===== src/rtl/regfile_param.sv =====
// Parametrised register file: NT temporaries and NR general registers with masked clear/load/dec/inc,
// half-word load and sticky wrap flags. Define REGFILE_BYPASS_EN to forward next-edge values to o1/o2.
module regfile_param #(
   parameter  int W    = 8,
   parameter  int NR   = 4,
   parameter  int NT   = 4,
   localparam int SELW = $clog2(NR + NT)
) (
   input  logic            clk,
   input  logic            rst,
   input  logic [W-1:0]    load,
   input  logic [1:0]      funsel,
   input  logic            half,
   input  logic            lh,
   input  logic [NR-1:0]   rsel,
   input  logic [NT-1:0]   tsel,
   input  logic [SELW-1:0] o1sel,
   input  logic [SELW-1:0] o2sel,
   output logic [W-1:0]    o1,
   output logic [W-1:0]    o2,
   output logic [NT+NR-1:0] wrap
);

   localparam int N  = NT + NR;
   localparam int HW = W / 2;

   // Storage index map matches the read selects: T[i] at i, R[j] at NT+j.
   logic [N-1:0] mask_s;
   logic [W-1:0] regs_q [N];
   logic [W-1:0] regs_d [N];
   logic [W-1:0] rd_s   [N];
   logic [N-1:0] wrap_q;
   logic [N-1:0] wrap_d;

   assign mask_s = {rsel, tsel};
   assign wrap   = wrap_q;

   function automatic logic [W-1:0] next_val(input logic [W-1:0] old, input logic [1:0] f,
                                             input logic h, input logic l, input logic [W-1:0] d);
      logic [W-1:0] r;
      case (f)
         2'b00:   r = '0;
         2'b01: begin
            if (!h)     r = d;
            else if (l) r = {d[HW-1:0], old[HW-1:0]};
            else        r = {old[W-1:HW], d[HW-1:0]};
         end
         2'b10:   r = old - W'(1);
         2'b11:   r = old + W'(1);
         default: r = old;
      endcase
      return r;
   endfunction

   function automatic logic next_wrap(input logic [W-1:0] old, input logic [1:0] f, input logic w);
      logic r;
      case (f)
         2'b00:   r = 1'b0;
         2'b10:   r = w | (old == '0);
         2'b11:   r = w | (old == {W{1'b1}});
         default: r = w;
      endcase
      return r;
   endfunction

   // Next-state for every register; rst zeroes the value that would be forwarded.
   always_comb begin
      wrap_d = wrap_q;
      for (int i = 0; i < N; i++) begin
         regs_d[i] = regs_q[i];
         if (rst) begin
            regs_d[i] = '0;
            wrap_d[i] = 1'b0;
         end else if (mask_s[i]) begin
            regs_d[i] = next_val(regs_q[i], funsel, half, lh, load);
            wrap_d[i] = next_wrap(regs_q[i], funsel, wrap_q[i]);
         end else begin
            regs_d[i] = regs_q[i];
         end
      end
   end

   // State registers with synchronous reset.
   always_ff @(posedge clk) begin
      if (rst) begin
         for (int i = 0; i < N; i++) regs_q[i] <= '0;
         wrap_q <= '0;
      end else begin
         for (int i = 0; i < N; i++) regs_q[i] <= regs_d[i];
         wrap_q <= wrap_d;
      end
   end

   // Read source: forwarded next value or stored value.
   always_comb begin
      for (int i = 0; i < N; i++) begin
`ifdef REGFILE_BYPASS_EN
         rd_s[i] = regs_d[i];
`else
         rd_s[i] = regs_q[i];
`endif
      end
   end

   // Read muxes; indices beyond N-1 match no entry and read zero.
   always_comb begin
      o1 = '0;
      o2 = '0;
      for (int i = 0; i < N; i++) begin
         if (o1sel == SELW'(i)) o1 = rd_s[i];
         else                   o1 = o1;
         if (o2sel == SELW'(i)) o2 = rd_s[i];
         else                   o2 = o2;
      end
   end

endmodule


===== config.mk =====
export PLATFORM = sky130hd
export DESIGN_NAME = regfile_param
export DESIGN_NICKNAME = d
export VERILOG_FILES = /design/src/rtl/regfile_param.sv
export SDC_FILE = /design/constraint.sdc
export NUM_CORES = 1
export LEC_CHECK = 0
export ABC_CLOCK_PERIOD_IN_PS = 5700
export CORE_MARGIN = 2
export CORE_UTILIZATION = 40
export CTS_BUF_LIST = sky130_fd_sc_hd__clkbuf_8 sky130_fd_sc_hd__clkbuf_16
export CTS_CLUSTER_DIAMETER = 100
export DETAILED_ROUTE_END_ITERATION = 7
export GPL_TIMING_DRIVEN = 0
export SKIP_LAST_GASP = 1
export SYNTH_ARGS = -nofsm -noshare
export SYNTH_HDL_FRONTEND = slang
export SYNTH_SLANG_ARGS = --single-unit

===== constraint.sdc =====
create_clock -name clk -period 5.7 [get_ports clk]
set_clock_uncertainty 0.05 [all_clocks]
set_input_delay 1.14 -clock clk [delete_from_list [all_inputs] [get_ports clk]]
set_output_delay 1.14 -clock clk [all_outputs]
set_load 0.01 [all_outputs]

==> flow_summary.ini <==
[outcome]
status = complete, no violations

[cells_and_area]
insertedDiodeCount = 0
area_delta_synth_final_pct = 14.9
design_area_mm2 = 0.00814
drive_gt1_share_pct = 7.04
fillers = 1797
final_nets = 1090

[place]
io_buffers = 46
dp_hpwl_um = 20100
placed_cell_area_mm2 = 0.00784
place_congestion = 1.02

[pwr]
leakage_nw = 3.12
p_seq_share_pct = 32.1
internal_power_mw = 1.25
p_clk_share_pct = 29.2
max-vdd-ir-drop_v = 0.000144
switching_share_pct = 38.1
p_comb_share_pct = 38.7
p_per_area_mw_per_mm2 = 248
switchingPower_uw = 769

[sta]
rsz0062_at_grt = false
fmax_mhz = 209
holdWs_ns = 0.469
hold_viol_final = 0
period_needed_ns = 4.79
maxSlewViolCount = 0
fin_setup_tns_ns = 0
relSlewSlack_pct = 4.75
tightest_slew_ns = 1.43
post-route-period-util_pct = 84.0
setup_viol = 0

[global_routing]
grt_pass1_wl_um = 41200
antenna_found_initial = 0
grt.busiest_layer = met2
grt_usage_pct = 29.8
grt_pass1_vias = 6796
met3_usage_pct = 4.85
grt_max_degree = 63
overflow = 0
use_met2_pct = 45.2
met1_usage_pct = 42.2

[min_path]
hold_path_class = reg2reg
whs_path_depth = 2
min_to = wrap[0]
hold_start = wrap[0]

[yosys]
syn_area_mm2 = 0.00709
synth_cells = 945
avgSynthCellArea_um2 = 7.50
synth_top_area_share_pct = 20.3
ys_async_sr_fraction_pct = 0
syn_nets = 1032
synth.distinct_cells = 69
yosysTopAreaCell = dfxtp_1
ys_seq_area_share_pct = 20.3
synth.area.top_cells = dfxtp_1, ha_1, nor2_1, a21oi_1, nand2_1
synth_ff_type = dfxtp_1
synth_warnings = 0
synth_edf_count = 0
ys_ff_latch = 72
synth_most_common_cell = nor2_1
synthTopCellsByCount = nor2_1, a21oi_1, nand2_1, dfxtp_1, o21ai_0

[critical_path]
start_kind = input pin
crit_top_cell = clkdlybuf4s50_1
crit_path_end_kind = output port
crit_chain = clkdlybuf4s50_1 > buf_2 > clkbuf_1 > o21ai_0 > o221ai_1 > a22o_1 > clkdlybuf4s50_1
cp_max_fo = 10
reg2reg_to = regs_q[1][14]
r2r_start = regs_q[1][8]
r2r_setup_slack_ns = 3.39
worstRegToRegCells = 8
cp_slowest_stage_delay_ns = 0.57
path_class = in2out
cp_slowest_cell = clkdlybuf4s50_1
cp.arrival_ns = 3.60
worstPathRequired_ns = 4.51

[clock_tree]
clock_latency_ns = 0.35
post_cts_buffers = 0
clockRootBuffer = clkbuf_16
clk_pin_slew_ns = 0.05
cts_max_level = 3
ctsHoldBuffers = 0
cts_tree = built
cts_made_buffers = 9
clock_path_buffers = 2
cts_resized = 0
cts.sink_count = 72

[drt]
first_pass_iters = 6
drc = 0
viasPerCell = 6.32
drt-total-wl_um = 27800
ant_nets = 0
wl_per_cell_um = 22.6
via_count = 7796
drtIter0Drc = 726

[job]
cap_violations = 0

[die]
ios = 52
fp.coreArea_mm2 = 0.0173
die_h_um = 137
row_count = 48
die_area_mm2 = 0.0188
die_w_um = 137
start_util_pct = 41.0
[how the worst max path moves through the flow]
stage | from | end | slack (ns)
after floorplan | funsel[0] | regs_q[1][6] | 1.86
after global placement | funsel[1] | regs_q[1][6] | 0.41
after detailed placement | funsel[1] | regs_q[1][6] | 0.38
after CTS | funsel[1] | regs_q[1][6] | 0.74
after global routing | o2sel[2] | o2[2] | 0.77
final | o2sel[2] | o2[2] | 0.91
[kinds of logic after synthesis]
| kind of cell | Yosys count | synth area share [%] |
|---|---|---|
| flip-flops | 72 | 20.3 |
| multiplexers | 33 | 5.35 |
| XOR/XNOR | 25 | 3.09 |
| AO/OA/AOI/OAI | 312 | 29.5 |
| buffers and inverters | 90 | 5.49 |
| AND/OR/NAND/NOR | 354 | 25.0 |
| adder cells (fa/ha/maj) | 59 | 11.3 |
[sequential cells by signal, indices dropped and copies added (netlist names)]
register and count:
regs_q 64, wrap 8
[metrics by stage]
| stage | power, mW | instances | utilization [%] | setup slack [ns] |
|---|---|---|---|---|
| floorplan | 1.18 | 945 | - | 1.86 |
| global placement | 1.41 | 1216 | 45.3 | 0.412 |
| detailed placement | 1.42 | 1217 | 45.3 | 0.380 |
| CTS | 2.00 | 1233 | 47.1 | 0.735 |
| global route | 2.12 | 1233 | 47.1 | 0.773 |
| finish | 2.02 | 1233 | 47.1 | 0.912 |
[power groups by stage]
| stage | clock network (mW) | logic (mW) | registers (mW) |
|---|---|---|---|
| finish | 0.589 | 0.781 | 0.648 |
| global route | 0.610 | 0.862 | 0.651 |
| CTS | 0.591 | 0.768 | 0.641 |
| detailed placement | 0 | 0.764 | 0.652 |
| global placement | 0 | 0.760 | 0.652 |
| floorplan | 0 | 0.565 | 0.612 |
[layout make-up]
type	instances	area (µm²)	share of cell area [%]
clock buffers	11	253	3.10
flip-flops and latches	72	1440	17.7
repair buffers	47	472	5.79
inverters	30	113	1.38
clock inverters	5	47.5	0.584
multi-input cells	783	5260	64.6
plain buffers	60	279	3.43
well taps	225	282	3.46
[layer usage]
layer	routed length [µm]	vias to the layer above	share of wire, %
li1	-	3684	-
met1	12400	3685	45
met2	12000	367	43
met3	2400	60	8.6
met4	959	0	3.4
met5	0	-	0
[cells in the final DEF, fill, tap and decap left out, types with 24 or more instances in the layout]
cell / synthesis / layout
a211oi_1: 36 / 36
a21oi_1: 76 / 76
a311oi_1: 29 / 29
buf_2: 32 / 31
clkbuf_1: 24 / 24
clkdlybuf4s50_1: 0 / 46
dfxtp_1: 72 / 72
ha_1: 51 / 51
inv_1: 29 / 31
nand2_1: 74 / 74
nand3_1: 25 / 25
nor2_1: 116 / 116
nor2b_1: 27 / 27
o21ai_0: 53 / 53
[critical path: cells and delay by family]
family	cells	cell delay (ns)
buf+inv	4	1.78
compound gates	3	0.67
Note: power is estimated with default switching activity, not from simulation.
